==> src/rtl/fetch_reg.sv <==
// fetch_reg: IF/ID pipeline boundary. A small in-order queue that holds
// fetched instructions, their PCs and branch-predictor training metadata,
// and presents the oldest entry to decode on registered FF_* outputs.
// A decode stall never loses an instruction already returned by memory;
// a low fetch_control_i (mispredict redirect) empties the queue.

`ifndef nop_PC
`define nop_PC 32'h0000_0000
`endif
`ifndef nop_nPC
`define nop_nPC 32'h0000_0004
`endif
`ifndef nop_INSTR
`define nop_INSTR 32'h0000_0013
`endif
`ifndef nop_COMMIT
`define nop_COMMIT 1'b0
`endif

module fetch_reg #(
  parameter int DEPTH         = 2,
  parameter int PTR_W         = 1,
  parameter int PC_WIDTH      = 32,
  parameter int INSTR_WIDTH   = 32,
  parameter int history_WIDTH = 8
) (
  input  logic                     clk_i,
  input  logic                     rst,
  input  logic [PC_WIDTH-1:0]      F_PC_i,
  input  logic [PC_WIDTH-1:0]      F_nPC_i,
  input  logic [INSTR_WIDTH-1:0]   F_instr_i,
  input  logic                     F_commit_i,
  input  logic                     F_train_predict_i,
  input  logic [history_WIDTH-1:0] F_train_global_history_i,
  input  logic                     F_train_global_predict_i,
  input  logic                     F_train_local_predict_i,
  input  logic                     F_success_hit_i,
  input  logic [PC_WIDTH-1:0]      F_jmp_i,
  input  logic                     fetch_vaild_i,
  input  logic                     fetch_control_i,
  input  logic                     decode_allow_in_i,
  output logic                     fetch_allow_in_o,
  output logic                     fetch_vaild_o,
  output logic [PC_WIDTH-1:0]      FF_PC_o,
  output logic [PC_WIDTH-1:0]      FF_nPC_o,
  output logic [INSTR_WIDTH-1:0]   FF_instr_o,
  output logic                     FF_commit_o,
  output logic                     FF_train_predict_o,
  output logic [history_WIDTH-1:0] FF_train_global_history_o,
  output logic                     FF_train_global_predict_o,
  output logic                     FF_train_local_predict_o,
  output logic                     FF_success_hit_o,
  output logic [PC_WIDTH-1:0]      FF_jmp_o,
  output logic [PTR_W:0]           fetch_count_o
);

  localparam logic [PTR_W:0] DEPTH_CNT = (PTR_W+1)'(DEPTH);
  localparam logic [PTR_W:0] ONE_CNT   = (PTR_W+1)'(1);

  localparam logic [PC_WIDTH-1:0]    NOP_PC     = PC_WIDTH'(`nop_PC);
  localparam logic [PC_WIDTH-1:0]    NOP_NPC    = PC_WIDTH'(`nop_nPC);
  localparam logic [INSTR_WIDTH-1:0] NOP_INSTR  = INSTR_WIDTH'(`nop_INSTR);
  localparam logic                   NOP_COMMIT = `nop_COMMIT;

  // Queue storage, one array per field. Contents are don't-care after reset.
  logic [PC_WIDTH-1:0]      pc_mem      [DEPTH];
  logic [PC_WIDTH-1:0]      npc_mem     [DEPTH];
  logic [INSTR_WIDTH-1:0]   instr_mem   [DEPTH];
  logic                     commit_mem  [DEPTH];
  logic                     predict_mem [DEPTH];
  logic [history_WIDTH-1:0] ghist_mem   [DEPTH];
  logic                     gpred_mem   [DEPTH];
  logic                     lpred_mem   [DEPTH];
  logic                     hit_mem     [DEPTH];
  logic [PC_WIDTH-1:0]      jmp_mem     [DEPTH];

  logic [PTR_W-1:0] rd_ptr;
  logic [PTR_W-1:0] wr_ptr;
  logic [PTR_W-1:0] rd_ptr_nxt;
  logic [PTR_W:0]   count;

  logic flush;
  logic push;
  logic pop;
  logic bypass;
  logic advance;
  logic drain;

  logic [PC_WIDTH-1:0]      pc_nxt;
  logic [PC_WIDTH-1:0]      npc_nxt;
  logic [INSTR_WIDTH-1:0]   instr_nxt;
  logic                     commit_nxt;
  logic                     predict_nxt;
  logic [history_WIDTH-1:0] ghist_nxt;
  logic                     gpred_nxt;
  logic                     lpred_nxt;
  logic                     hit_nxt;
  logic [PC_WIDTH-1:0]      jmp_nxt;
  logic                     valid_nxt;

  // The head of the queue always lives in the FF_* registers, so the entry
  // that follows it sits one slot past rd_ptr.
  assign rd_ptr_nxt = rd_ptr + PTR_W'(1);

  // Handshakes. Accepting on a full queue is fine when decode drains the
  // head in the same cycle, which keeps a streaming pipe bubble-free.
  assign flush            = ~fetch_control_i;
  assign fetch_allow_in_o = (count != DEPTH_CNT) | decode_allow_in_i;
  assign push             = fetch_vaild_i & fetch_allow_in_o & fetch_control_i;
  assign pop              = fetch_vaild_o & decode_allow_in_i & fetch_control_i;
  assign fetch_count_o    = count;

  // Classify how the head registers change this cycle: take the incoming
  // entry straight through, step to the next stored entry, or go idle.
  assign bypass  = push & ((count == '0) | ((count == ONE_CNT) & pop));
  assign advance = pop & (count > ONE_CNT);
  assign drain   = pop & (count == ONE_CNT) & ~push;

  // Every accepted entry is written to storage, including bypassed ones, so
  // that mem[rd_ptr] always mirrors the current head.
  always_ff @(posedge clk_i) begin
    if (push) begin
      pc_mem[wr_ptr]      <= F_PC_i;
      npc_mem[wr_ptr]     <= F_nPC_i;
      instr_mem[wr_ptr]   <= F_instr_i;
      commit_mem[wr_ptr]  <= F_commit_i;
      predict_mem[wr_ptr] <= F_train_predict_i;
      ghist_mem[wr_ptr]   <= F_train_global_history_i;
      gpred_mem[wr_ptr]   <= F_train_global_predict_i;
      lpred_mem[wr_ptr]   <= F_train_local_predict_i;
      hit_mem[wr_ptr]     <= F_success_hit_i;
      jmp_mem[wr_ptr]     <= F_jmp_i;
    end
  end

  // Pointer and occupancy bookkeeping; flush wipes everything back to empty.
  always_ff @(posedge clk_i or posedge rst) begin
    if (rst) begin
      rd_ptr <= '0;
      wr_ptr <= '0;
      count  <= '0;
    end else if (flush) begin
      rd_ptr <= '0;
      wr_ptr <= '0;
      count  <= '0;
    end else begin
      if (push) begin
        wr_ptr <= wr_ptr + PTR_W'(1);
      end
      if (pop) begin
        rd_ptr <= rd_ptr_nxt;
      end
      case ({push, pop})
        2'b10:   count <= count + ONE_CNT;
        2'b01:   count <= count - ONE_CNT;
        default: count <= count;
      endcase
    end
  end

  // Next-state selection for the head registers: hold by default, nop on
  // flush or when the last entry leaves, otherwise the incoming or next entry.
  always_comb begin
    pc_nxt      = FF_PC_o;
    npc_nxt     = FF_nPC_o;
    instr_nxt   = FF_instr_o;
    commit_nxt  = FF_commit_o;
    predict_nxt = FF_train_predict_o;
    ghist_nxt   = FF_train_global_history_o;
    gpred_nxt   = FF_train_global_predict_o;
    lpred_nxt   = FF_train_local_predict_o;
    hit_nxt     = FF_success_hit_o;
    jmp_nxt     = FF_jmp_o;
    valid_nxt   = fetch_vaild_o;
    if (flush | drain) begin
      pc_nxt      = NOP_PC;
      npc_nxt     = NOP_NPC;
      instr_nxt   = NOP_INSTR;
      commit_nxt  = NOP_COMMIT;
      predict_nxt = 1'b0;
      ghist_nxt   = '0;
      gpred_nxt   = 1'b0;
      lpred_nxt   = 1'b0;
      hit_nxt     = 1'b0;
      jmp_nxt     = '0;
      valid_nxt   = 1'b0;
    end else if (bypass) begin
      pc_nxt      = F_PC_i;
      npc_nxt     = F_nPC_i;
      instr_nxt   = F_instr_i;
      commit_nxt  = F_commit_i;
      predict_nxt = F_train_predict_i;
      ghist_nxt   = F_train_global_history_i;
      gpred_nxt   = F_train_global_predict_i;
      lpred_nxt   = F_train_local_predict_i;
      hit_nxt     = F_success_hit_i;
      jmp_nxt     = F_jmp_i;
      valid_nxt   = 1'b1;
    end else if (advance) begin
      pc_nxt      = pc_mem[rd_ptr_nxt];
      npc_nxt     = npc_mem[rd_ptr_nxt];
      instr_nxt   = instr_mem[rd_ptr_nxt];
      commit_nxt  = commit_mem[rd_ptr_nxt];
      predict_nxt = predict_mem[rd_ptr_nxt];
      ghist_nxt   = ghist_mem[rd_ptr_nxt];
      gpred_nxt   = gpred_mem[rd_ptr_nxt];
      lpred_nxt   = lpred_mem[rd_ptr_nxt];
      hit_nxt     = hit_mem[rd_ptr_nxt];
      jmp_nxt     = jmp_mem[rd_ptr_nxt];
      valid_nxt   = 1'b1;
    end
  end

  // Registered decode-side outputs; reset presents a bubble immediately.
  always_ff @(posedge clk_i or posedge rst) begin
    if (rst) begin
      FF_PC_o                   <= NOP_PC;
      FF_nPC_o                  <= NOP_NPC;
      FF_instr_o                <= NOP_INSTR;
      FF_commit_o               <= NOP_COMMIT;
      FF_train_predict_o        <= 1'b0;
      FF_train_global_history_o <= '0;
      FF_train_global_predict_o <= 1'b0;
      FF_train_local_predict_o  <= 1'b0;
      FF_success_hit_o          <= 1'b0;
      FF_jmp_o                  <= '0;
      fetch_vaild_o             <= 1'b0;
    end else begin
      FF_PC_o                   <= pc_nxt;
      FF_nPC_o                  <= npc_nxt;
      FF_instr_o                <= instr_nxt;
      FF_commit_o               <= commit_nxt;
      FF_train_predict_o        <= predict_nxt;
      FF_train_global_history_o <= ghist_nxt;
      FF_train_global_predict_o <= gpred_nxt;
      FF_train_local_predict_o  <= lpred_nxt;
      FF_success_hit_o          <= hit_nxt;
      FF_jmp_o                  <= jmp_nxt;
      fetch_vaild_o             <= valid_nxt;
    end
  end

endmodule

==> config.mk <==
export PLATFORM = sky130hd
export DESIGN_NAME = fetch_reg
export DESIGN_NICKNAME = d
export VERILOG_FILES = /design/src/rtl/fetch_reg.sv
export SDC_FILE = /design/constraint.sdc
export NUM_CORES = 1
export LEC_CHECK = 0
export CAP_MARGIN = 10
export CORE_MARGIN = 4
export CORE_UTILIZATION = 53
export DETAILED_ROUTE_END_ITERATION = 8
export PLACE_DENSITY = 0.82
export SLEW_MARGIN = 20
export SYNTH_ARGS = -nofsm -noshare
export SYNTH_HDL_FRONTEND = slang
export SYNTH_SLANG_ARGS = --single-unit
==> constraint.sdc <==
create_clock -name clk_i -period 10.1 [get_ports clk_i]
set_clock_uncertainty 0.05 [all_clocks]
set_input_delay 1.01 -clock clk_i [delete_from_list [all_inputs] [get_ports clk_i]]
set_output_delay 1.01 -clock clk_i [all_outputs]
set_load 0.05 [all_outputs]
==> impl_metrics.csv, run 1 <==
group,metric,value,unit
status,status,"completed",
clock_network,clk_path_buf_depth,3,
logic_synthesis,synth_cells,974,
power,swShare,0.258,
global_routing,antenna_found_initial,4,
floorplanning,die_y,188,um
floorplanning,dieArea,35200,sq um
routing,drt-pass1-iter-count,7,
logic_synthesis,synth_warnings,0,
worst_setup_path,cp_slowest_cell,"clkdlybuf4s50_1",
worst_setup_path,cp_max_fo,11,
routing,drc,0,
layout,layout.cells.most_common_list,"clkdlybuf4s50_1, edfxtp_1, dfrtp_1, mux2_2, a22oi_1",
timing,rsz0062_at_grt,"false",
worst_setup_path,start_kind,"primary input",
logic_synthesis,yosysTopAreaCell,"edfxtp_1",
layout,nets,1390,
floorplanning,initial_core_util,0.539,
clock_network,cts_setup_buffers,0,
logic_synthesis,syn_avg_cell_area,17.5,sq um
routing,wl,39300,um
job,cap_violations,0,
worst_setup_path,critPathBufInv,2,
timing,period_share,0.397,
logic_synthesis,ys_ff_latch,428,
placed_design,dp_slack,5.65,ns
routing,post_drt_wl_per_cell,23.4,um
power,p_int,3.24,mW
power,switchingPower,1.12,mW
floorplanning,die_x,188,um
timing,tns,0,ns
power,p_clk_frac,0.371,
logic_synthesis,synth.area.top_cells,"edfxtp_1, dfrtp_1, mux2_2",
layout,drive_gt1_frac,0.216,
routing,drt_iter0_drc,896,
logic_synthesis,netlist.area_leader.share,0.495,
clock_network,clkTransAtPathRegs,0.06,ns
clock_network,cts_buffers,43,
global_routing,grt_overflow,0,
power,comb_power_share,0.162,
worst_setup_path,arrival,2.95,ns
global_routing,grt_max_degree,83,
layout,syn2layout_area_growth,26.4,%
placed_design,gp_congestion,0.783,
clock_network,cts_tree,"yes",
worst_setup_path,criticalPathCategory,"in2out",
floorplanning,core-area,31700,sq um
placed_design,io_buffers,290,
power,p_seq_frac,0.468,
clock_network,hold_buffers,0,
timing,relSlewSlack,0.311,
logic_synthesis,synth-edff-count,282,
timing,fin_hold_ws,0.510,ns
layout,final_common_cell,"clkdlybuf4s50_1",
timing,finalSetupViolations,0,
power,power,4.36,mW
routing,via_per_inst,5.97,
worst_setup_path,endpoint_kind,"output port",
timing,max_clock_freq,249,MHz
logic_synthesis,synth.distinct_cells,38,
power,power_density,202,nW/um^2
worst_setup_path,crit_chain,"clkdlybuf4s50_1, nand2b_1, clkdlybuf4s50_1",
clock_network,cts.repair.resized,0,
clock_network,cts.sinks,428,
logic_synthesis,async_flop_share,0.341,
placed_design,postPlaceCellArea,20200,sq um
layout,final_cell_area,21600,sq um
timing,hold_viol_final,0,
worst_hold_path,hp-class,"reg2reg",
timing,fin_crit,4.01,ns
global_routing,grt_use_total,0.217,
layout,fill_cells,2104,
global_routing,grt_pass1_vias,10500,
power,peakVddDrop,0.000121,V
logic_synthesis,synth_nets,1123,
routing,via_count,10000,
logic_synthesis,ys.flop_type,"edfxtp_1",
clock_network,clk_latency,0.53,ns
global_routing,grt_pass1_wl,60800,um
timing,worst_slew_pin_slew,1.03,ns
logic_synthesis,synth_area,17100,sq um
timing,final_max_slew_viol_count,0,
worst_setup_path,crit_top_cell,"clkdlybuf4s50_1",
worst_setup_path,worst_ep_required_time,9.04,ns
floorplanning,rows,65,
power,p_leak,7.48,nW
floorplanning,io_pins,291,
worst_setup_path,slowest_delay,0.91,ns
clock_network,clockRootBuffer,"clkbuf_16",
placed_design,place_hpwl,23300,um
timing,timing.final.ws_setup,6.09,ns
worst_setup_path,cp_top_family,"buffers and inverters",
clock_network,htreeDepth,2,
logic_synthesis,yosysSeqAreaShare,0.709,
routing,antenna_left,0,
[through the flow]
| stage | utilization | std cells |
|---|---|---|
| after floorplan | - | 974 |
| after global placement | 0.635 | 1598 |
| after detailed placement | 0.635 | 1598 |
| after CTS | 0.681 | 1677 |
| after global routing | 0.681 | 1680 |
| final | 0.681 | 1680 |
[path summary, 6_finish.rpt]
| check | start | end | slack, ns | cells past startpoint |
|---|---|---|---|---|
| worst max-delay path | decode_allow_in_i | fetch_allow_in_o | 6.09 | 3 |
| worst min-delay path | FF_instr_o[3] | FF_instr_o[3] | 0.51 | 2 |
| worst max register to register | fetch_count_o[0] | npc_mem[1][8] | 6.70 | 6 |
| worst min register to register | FF_instr_o[3] | FF_instr_o[3] | 0.51 | 2 |
| max in group asynchronous | rst | rd_ptr | 7.99 | 3 |
| min in group asynchronous | rst | FF_nPC_o[19] | 0.88 | 2 |
[worst register-to-register path, delay by kind of cell (launching register included)]
| family | cells | cell delay (ns) |
|---|---|---|
| buffers and inverters | 2 | 0.94 |
| DFF | 1 | 0.40 |
| and+or+nand+nor | 3 | 1.28 |
| adders and majority gates | 1 | 0.25 |
[power groups by stage]
stage               clock network, mW  registers (mW)  logic, mW
floorplan                           0            2.28      0.245
global placement                    0            2.07      0.696
detailed placement                  0            2.07      0.708
CTS                              1.65            2.04      0.712
global route                     1.72            2.05      0.743
finish                           1.62            2.04      0.705
[metal layers]
layer | wire (um) | vias up | global-route usage
li1 | - | 4480 | -
met4 | 892 | 2 | 0.0587
met5 | 12 | - | 0
met1 | 16000 | 5055 | 0.297
met2 | 19400 | 422 | 0.357
met3 | 2990 | 69 | 0.0473
[area by class of cell]
| type | instances | area [sq um] | area share |
|---|---|---|---|
| Tap cell | 402 | 503 | 0.0233 |
| Timing Repair Buffer | 305 | 3020 | 0.140 |
| Sequential cell | 428 | 12100 | 0.561 |
| Clock inverter | 18 | 272 | 0.0126 |
| Antenna cell | 3 | 7.51 | 0.000347 |
| Inverter | 6 | 27.5 | 0.00127 |
| Clock buffer | 61 | 1170 | 0.0543 |
| Multi-Input combinational cell | 457 | 4480 | 0.207 |
[cells by family after synthesis]
kind of cell    after synthesis  share of synthesized area
xor+xnor                      2                    0.00103
mux                         144                     0.0944
simple gates                 16                    0.00527
buf+inv                      89                     0.0302
flops                       428                      0.709
fa+ha+maj                     3                    0.00220
compound gates              292                      0.157
[synthesized netlist by cell type (4+ instances only)]
library cell	number
o22a_1	4
dfrtp_1	142
buf_4	4
dfstp_2	4
a2bb2oi_1	4
buf_2	45
o2bb2ai_2	50
mux2i_1	6
inv_1	6
clkbuf_1	15
edfxtp_1	282
o2bb2ai_1	87
buf_6	14
a22oi_1	137
mux2_2	138
[flip-flops by register name, indices dropped and copies added (netlist names), 2 cells and up]
signal,cells
FF_PC_o,32
FF_instr_o,32
FF_jmp_o,32
FF_nPC_o,32
FF_train_global_history_o,8
commit_mem,2
fetch_count_o,2
ghist_mem,16
gpred_mem,2
hit_mem,2
instr_mem,64
jmp_mem,64
lpred_mem,2
npc_mem,64
pc_mem,64
predict_mem,2
Power figures use the tool's default switching activity.
==> run 2, diff against run 1 <==
==> constraint.sdc (replaced) <==
create_clock -name clk_i -period 3.75 [get_ports clk_i]
set_clock_uncertainty 0.05 [all_clocks]
set_input_delay 0.375 -clock clk_i [delete_from_list [all_inputs] [get_ports clk_i]]
set_output_delay 0.375 -clock clk_i [all_outputs]
set_load 0.05 [all_outputs]
==> run 2 against run 1 <==
Effect of this change:
- sequential power rose to 2.7 times the previous value
- combinational power rose to 2.7 times the previous value
- clock-buffer cell count rose by 3
- wire length fell by 0.72%
- register-to-register slack got worse by 5.3 ns
- global-route usage fell by 0.27 points
==> impl_metrics.csv, run 2 (synthesis gave the netlist of run 1 again) <==
group,metric,value,unit
worst_setup_path,crit_top_cell,"clkdlybuf4s50_1",
routing,post_drt_wl_per_cell,23.3,um
timing,max_clock_freq,358,MHz
layout,final_cells,1676,
worst_setup_path,critPathBufInv,2,
timing,relSlewSlack,0.424,
worst_setup_path,crit_chain,"clkdlybuf4s50_1, nand2b_1, clkdlybuf4s50_1",
global_routing,grt_pass1_vias,10600,
power,comb_power_share,0.164,
routing,drt_iter0_drc,905,
floorplanning,dieArea,35200,sq um
worst_setup_path,criticalPathCategory,"in2out",
floorplanning,rows,65,
placed_design,dp_slack,0.941,ns
worst_setup_path,r2r_cells,6,
worst_setup_path,cp.depth,3,
power,switchingPower,3.03,mW
timing,period_share,0.744,
timing,rsz0062_at_grt,"false",
worst_hold_path,hp-class,"in2reg",
clock_network,clkTransAtPathRegs,0.06,ns
clock_network,cts_buffers,43,
layout,nets,1388,
worst_setup_path,cp_slowest_cell,"clkdlybuf4s50_1",
timing,finalSetupViolations,0,
routing,via_count,10100,
global_routing,grt_use_total,0.214,
worst_setup_path,slowest_delay,0.89,ns
clock_network,cts_setup_buffers,0,
floorplanning,die_x,188,um
clock_network,cts.sinks,428,
placed_design,postPlaceCellArea,20300,sq um
global_routing,grt_max_degree,147,
floorplanning,core-area,31700,sq um
timing,hold_viol_final,0,
routing,antenna_left,0,
placed_design,gp_congestion,0.791,
timing,timing.final.ws_setup,0.960,ns
job,cap_violations,0,
worst_setup_path,cp_top_family,"buffers and inverters",
worst_hold_path,holdPathStages,1,
timing,final_max_slew_viol_count,0,
floorplanning,die_y,188,um
layout,final_common_cell,"clkdlybuf4s50_1",
power,power_density,538,nW/um^2
worst_setup_path,start_kind,"primary input",
status,status,"completed",
floorplanning,io_pins,291,
clock_network,cts_tree,"yes",
worst_setup_path,endpoint_kind,"output port",
worst_setup_path,worst_ep_required_time,3.32,ns
clock_network,htreeDepth,2,
clock_network,hold_buffers,0,
power,peakVddDrop,0.000393,V
routing,drc,0,
layout,fill_cells,2055,
timing,fin_crit,2.79,ns
global_routing,grt_pass1_wl,60800,um
layout,layout.cells.most_common_list,"clkdlybuf4s50_1, edfxtp_1, dfrtp_1, mux2_2, a22oi_1",
clock_network,clk_latency,0.52,ns
placed_design,io_buffers,290,
placed_design,dp_cells,1596,
global_routing,grt_overflow,0,
routing,wl,39000,um
routing,drt-pass1-iter-count,5,
clock_network,clockRootBuffer,"clkbuf_16",
clock_network,cts.repair.resized,0,
power,p_seq_frac,0.471,
layout,drive_gt1_frac,0.219,
global_routing,antenna_found_initial,4,
worst_setup_path,arrival,2.36,ns
floorplanning,initial_core_util,0.539,
power,p_int,8.67,mW
power,swShare,0.259,
worst_setup_path,cp_max_fo,11,
routing,via_per_inst,6.05,
timing,worst_slew_pin_slew,0.864,ns
layout,final_cell_area,21700,sq um
power,p_clk_frac,0.365,
placed_design,place_hpwl,22300,um
clock_network,clk_path_buf_depth,3,
layout,syn2layout_area_growth,27.2,%
power,p_leak,7.51,nW
[run 2: cell count changes in the layout (fill, tap and decap cells not counted), moves of 3 or more]
cell / change
buf_4: -14
clkbuf_8: +3
bufinv_16: -3
inv_6: -4
buf_12: +12
[run 2: per-layer routing]
metal	GRT usage	routed length [um]	vias up	share of wire
li1	-	-	4475	-
met1	0.301	16300	5164	0.42
met2	0.347	18800	430	0.48
met3	0.0514	3110	63	0.080
met4	0.0455	706	8	0.018
met5	0	48	-	0.0012
[run 2: final cells by class]
| cell class | instances | area (sq um) | area share |
|---|---|---|---|
| Sequential cell | 428 | 12100 | 0.558 |
| Antenna cell | 1 | 2.50 | 0.000115 |
| Multi-Input combinational cell | 457 | 4500 | 0.207 |
| Clock inverter | 15 | 169 | 0.00777 |
| Inverter | 6 | 26.3 | 0.00121 |
| Timing Repair Buffer | 303 | 3150 | 0.145 |
| Clock buffer | 64 | 1260 | 0.0578 |
| Tap cell | 402 | 503 | 0.0231 |
[run 2: worst paths after layout]
check / start / end / slack [ns]
worst max-delay path: decode_allow_in_i / fetch_allow_in_o / 0.96
worst min-delay path: F_nPC_i[10] / npc_mem[1][10] / 0.42
worst max register to register: fetch_count_o[1] / FF_jmp_o[2] / 1.36
worst min register to register: FF_PC_o[26] / FF_PC_o[26] / 0.52
max in group asynchronous: rst / rd_ptr / 2.55
min in group asynchronous: rst / FF_instr_o[6] / 0.43
[run 2: power groups by stage]
stage          clock network (mW)  registers [mW]  logic [mW]
6_report                     4.27            5.51        1.92
3_3_place_gp                    0            5.58        1.89
3_5_place_dp                    0            5.60        1.92
2_1_floorplan                   0            6.12       0.664
4_1_cts                      4.35            5.51        1.94
5_1_grt                      4.55            5.53        2.02
[run 2: per-stage QoR]
stage	hold slack, ns	TNS (ns)	total power, mW	util
after floorplan	0.424	-4.69	6.78	-
after global placement	0.500	0	7.47	0.641
after detailed placement	0.507	0	7.52	0.641
after CTS	0.392	0	11.8	0.685
after global routing	0.405	0	12.1	0.685
final	0.420	0	11.7	0.686
==> patch 1 (settings of run 1) <==
Set the parameter `PC_WIDTH` to 64 (it was 32).
--- a/src/rtl/fetch_reg.sv
+++ b/src/rtl/fetch_reg.sv
@@ -21,5 +21,5 @@
   parameter int DEPTH         = 2,
   parameter int PTR_W         = 1,
-  parameter int PC_WIDTH      = 32,
+  parameter int PC_WIDTH      = 64,
   parameter int INSTR_WIDTH   = 32,
   parameter int history_WIDTH = 8
Ports: changed (6 resized); port bits go from 291 to 483. No check against the original RTL was run, so the function may have changed too.
==> patch 1 against run 1 <==
Sequential cell count rose by 288. Cell area increased by 65%. Die area rose by 61%. Routed wire length increased by 79%. Total power rose by 62%. Synthesized cell count is 64% higher. Synthesized area grew 64%. Setup slack got worse by 0.38 ns. Hold slack got worse by 0.048 ns. Largest power group unchanged.
==> patch 1: results (changes against run 1) <==
synth-xor-area-share: 0.000624  # -0.000401
htree_levels: 3  # +1
synthAdderAreaFrac: 0.00134  # -0.000860
r2r-start: "fetch_count_o[1]"
top_regs: "jmp_mem x128, npc_mem x128, pc_mem x128"
port_buffers: 482  # +66%
grt_first_pass_wirelength_microns: 106000  # +75%
yosysSeqAreaShare: 0.722  # +0.0129
synth-async-reset-ratio: 0.338  # -0.00313
met3_usage: 0.0465  # -0.000819
fin_nets: 2290  # +65%
place_congestion: 0.851  # +8.7%
reg2reg_setup_slack_ns: 5.97  # -0.73 ns
grtUsageMet1: 0.322  # +0.0249
mostFrequentLayoutCell: "clkdlybuf4s50_1"
dpl_cell_area_sq_mm: 0.0333  # +65%
routedWlPerCell_microns: 25.1  # +7.3%
dp_hpwl_microns: 41500  # +78%
muxShareOfSynthArea: 0.0844  # -0.00999
hp-class: "reg -> reg"
critPathTopFamily: "buffers and inverters"
drtIter0Drc: 1516  # +69%
yosysUniqueCellTypes: 36  # -5.3%
critical_path.slowest_cell: "buf_4"
cts_buffer_depth: 3  # unchanged
vdd_drop_max_v: 0.000174  # +44%
cts_resized: 0  # unchanged
vias_per_cell: 6.06  # +1.6%
grt_max_degree: 192  # +130%
gr-total-overflow: 0  # unchanged
yosysWarnings: 0  # unchanged
cts_buffers: 74  # +72%
clk_latency_ns: 0.59  # +0.06 ns
setup-tns-final_ns: 0  # unchanged
firstDrtPassIters: 5  # -2
grt_util_all_layers: 0.239  # +0.0221
use_met2: 0.392  # +0.0353
cpPeakStageDelay_ns: 0.85  # -0.06 ns
drive_above_1_share: 0.152  # -0.0640
startpoint: "decode_allow_in_i"
first_global_vias: 17300  # +64%
leakagePower_nw: 12.3  # +65%
synth_compound_gate_area_share: 0.0862  # -0.0713
fillCellCount: 3439  # +63%
yosys-top-cells-count: "474 x edfxtp_1, 238 x dfrtp_1, 237 x mux2i_1, 233 x a221o_1, 171 x nor3_2"
synth_edf_count: 474  # +68%
root_buffer: "clkbuf_16"
cts_setup_buffers: 0  # unchanged
switching_power_mw: 1.85  # +64%
netlist_top_cells_area: "edfxtp_1 51%, dfrtp_1 21%, mux2i_1 8.4%, a221o_1 8.3%, nor3_2 6.1%"
worstMarginPinSlew_ns: 1.12  # +0.0828 ns
cp_max_fo: 69  # +58
status: "complete, no violations"
syn_nets: 1843  # +64%
clkSlewWorstSetupHoldPaths_ns: 0.06  # about the same
antenna_found_initial: 13  # +9
min-delay-start: "FF_nPC_o[52]"
-- patch 1: cell count changes after synthesis, moves of 87 or more --
cell       delta
dfrtp_1      +96
a221o_1     +233
a22oi_1     -137
mux2_2      -138
mux2i_1     +231
edfxtp_1    +192
nor3_2      +171
o2bb2ai_1    -87
-- patch 1: area by class of cell --
type,instances,share of cell area
clock inverter,24,0.00582
multi-input combinational,746,0.198
inverter,6,0.000841
tap,688,0.0241
antenna,12,0.000841
sequential,716,0.568
timing repair buffer,501,0.141
clock buffer,110,0.0611
-- patch 1: path summary, 6_finish.rpt --
check                      cells after the start            to
setup / recovery                               7  FF_nPC_o[56]
hold / removal                                 1  FF_nPC_o[52]
setup reg to reg                               8  FF_nPC_o[38]
hold reg to reg                                1  FF_nPC_o[52]
max in group asynchronous                      3        rd_ptr
min in group asynchronous                      2   FF_PC_o[32]
-- patch 1: power groups by stage --
| stage | Sequential (mW) | Clock (mW) | Combinational, mW |
|---|---|---|---|
| 6_report | 3.40 | 2.68 | 1.01 |
| 4_1_cts | 3.40 | 2.72 | 1.01 |
| 5_1_grt | 3.41 | 2.84 | 1.05 |
| 3_5_place_dp | 3.45 | 0 | 1.01 |
| 2_1_floorplan | 3.75 | 0 | 0.316 |
| 3_3_place_gp | 3.45 | 0 | 0.989 |
-- patch 1: through the flow --
step                utilization  setup WS [ns]  total power [mW]  hold WS (ns)  std cells
floorplan                     -          0.870              4.06         0.526       1598
global placement          0.634           5.28              4.44         0.445       2657
detailed placement        0.634           5.16              4.46         0.444       2657
CTS                       0.679           5.81              7.13         0.465       2791
global route              0.680           5.55              7.31         0.477       2802
finish                    0.680           5.71              7.09         0.462       2803
-- patch 1: metal layers --
metal	up-vias	share of wire
met1	8791	0.40
met4	4	0.027
li1	7399	-
met5	-	0.00038
met3	109	0.061
met2	688	0.51
==> patch 2 (config.mk and constraints of run 1) <==
Without the edit above. Register the output `FF_jmp_o` once more; this adds one clock of latency there. The other outputs are not delayed to match.
--- a/src/rtl/fetch_reg.sv
+++ b/src/rtl/fetch_reg.sv
@@ -63,4 +63,6 @@
   localparam logic                   NOP_COMMIT = `nop_COMMIT;
 
+  logic [PC_WIDTH-1:0] FF_jmp_s0;
+
   // Queue storage, one array per field. Contents are don't-care after reset.
   logic [PC_WIDTH-1:0]      pc_mem      [DEPTH];
@@ -171,5 +173,5 @@
     lpred_nxt   = FF_train_local_predict_o;
     hit_nxt     = FF_success_hit_o;
-    jmp_nxt     = FF_jmp_o;
+    jmp_nxt     = FF_jmp_s0;
     valid_nxt   = fetch_vaild_o;
     if (flush | drain) begin
@@ -224,5 +226,5 @@
       FF_train_local_predict_o  <= 1'b0;
       FF_success_hit_o          <= 1'b0;
-      FF_jmp_o                  <= '0;
+      FF_jmp_s0                 <= '0;
       fetch_vaild_o             <= 1'b0;
     end else begin
@@ -236,9 +238,13 @@
       FF_train_local_predict_o  <= lpred_nxt;
       FF_success_hit_o          <= hit_nxt;
-      FF_jmp_o                  <= jmp_nxt;
+      FF_jmp_s0                 <= jmp_nxt;
       fetch_vaild_o             <= valid_nxt;
     end
   end
 
+  always_ff @(posedge clk_i) begin
+    FF_jmp_o <= FF_jmp_s0;
+  end
+
 endmodule
 
Formal check against the unedited RTL: not equivalent (a bounded check fails within 4 cycles, from zero or initial values and one cycle with rst high).
==> patch 2 against run 1 <==
Synthesized cell count grew 3.3%. Total power grew 3.2%. Sequential power grew 7%. Setup slack gained 0.0025 ns. Highest routed layer unchanged. Hold slack lost 0.20 ns. Cell area grew 3.2%. Maximum frequency is essentially flat. Synthesized area grew 3.7%. Routed wire length grew 2.5%. Sequential cell count grew 32. Non-clock buffer count grew 2.
==> patch 2: results (changes against run 1) <==
place_congestion: 0.750  # -4.2%
drive_above_1_share: 0.212  # -0.00368
min-delay-start: "FF_jmp_s0[23]"
relSlewSlack: 0.327  # +0.0162
antenna_found_initial: 2  # -2
routed_wl_microns: 40300  # +2.5%
drtIter0Drc: 627  # -30%
cpPeakStageDelay_ns: 0.89  # -0.02 ns
netlist_top_cells_area: "edfxtp_1 48%, dfrtp_1 20%, mux2_2 8.8%, a22oi_1 5.8%, o2bb2ai_1 4.3%"
grt_max_degree: 91  # +9.6%
dp_hpwl_microns: 23400  # +0.55%
yosysSeqAreaShare: 0.720  # +0.0107
status: "complete, no violations"
reg2reg_setup_slack_ns: 6.56  # -0.14 ns
grt_first_pass_wirelength_microns: 61400  # +0.95%
vdd_drop_max_v: 0.000142  # +18%
hold_path_end: "FF_jmp_o[23]"
fin_nets: 1427  # +2.7%
syn_nets: 1155  # +2.8%
whs_path_depth: 0  # -2
r2r-start: "fetch_count_o[1]"
leakagePower_nw: 7.75  # +3.7%
fillCellCount: 2182  # +3.7%
reg2reg_depth: 7  # +1
grt_util_all_layers: 0.215  # -0.00222
patch 2: cell types whose count changed after synthesis, sizes merged:
cell / delta
dfxtp: +32
buf: -8
clkbuf: +8
patch 2: worst max path at each step:
stage                      startpoint                            to  slack, ns
floorplan            fetch_count_o[0]                 commit_mem[0]       2.00
global route        decode_allow_in_i              fetch_allow_in_o       6.01
detailed placement  decode_allow_in_i  FF_train_global_history_o[6]       5.82
CTS                 decode_allow_in_i              fetch_allow_in_o       6.12
finish              decode_allow_in_i              fetch_allow_in_o       6.09
global placement    decode_allow_in_i                 FF_instr_o[1]       5.90
patch 2: cell type report:
| class | instances | area (sq um) | area share |
|---|---|---|---|
| sequential | 460 | 12800 | 0.573 |
| multi-input combinational | 457 | 4480 | 0.201 |
| timing repair buffer | 307 | 3030 | 0.136 |
| clock buffer | 70 | 1350 | 0.0603 |
| tap | 442 | 553 | 0.0248 |
| clock inverter | 16 | 98.8 | 0.00443 |
| inverter | 6 | 27.5 | 0.00123 |
| antenna | 1 | 2.50 | 0.000112 |
patch 2: cells by family (layout without fill, tap and decap cells):
group	count (synthesis)	after routing	share of synthesized area
simple gates	16	16	0.00508
fa+ha+maj	3	3	0.00212
xor+xnor	2	2	0.000988
mux	144	144	0.0911
compound gates	292	292	0.152
other cells	0	1	0
buf+inv	89	399	0.0287
flops	460	460	0.720
patch 2: metrics by stage:
step	hold WS [ns]	util	cells	worst slack, ns
floorplan	0.298	-	1006	2.00
global placement	0.302	0.636	1672	5.90
detailed placement	0.305	0.636	1672	5.82
CTS	0.319	0.680	1758	6.12
global route	0.322	0.680	1758	6.01
finish	0.315	0.680	1759	6.09
patch 2: layer usage:
layer,global-route usage,wire (microns),vias to the layer above
li1,-,-,4604
met1,0.293,16400,5183
met2,0.353,20000,355
met3,0.0502,2910,65
met4,0.0577,964,4
met5,0,24,-
patch 2: worst register-to-register path: cells and delay by family (launching register included):
| family | cells | cell delay (ns) |
|---|---|---|
| AND/OR/NAND/NOR | 1 | 0.78 |
| AO/OA/AOI/OAI | 2 | 0.40 |
| buffers and inverters | 3 | 1.48 |
| adder cells (fa/ha/maj) | 1 | 0.26 |
| flip-flops | 1 | 0.47 |
patch 2: report_power, final:
part / leakage [nW] / total [mW] / internal, mW / switching, mW
Combinational: 2.24 / 0.702 / 0.262 / 0.441
Clock: 0.705 / 1.61 / 0.943 / 0.671
Sequential: 4.81 / 2.18 / 2.13 / 0.0580
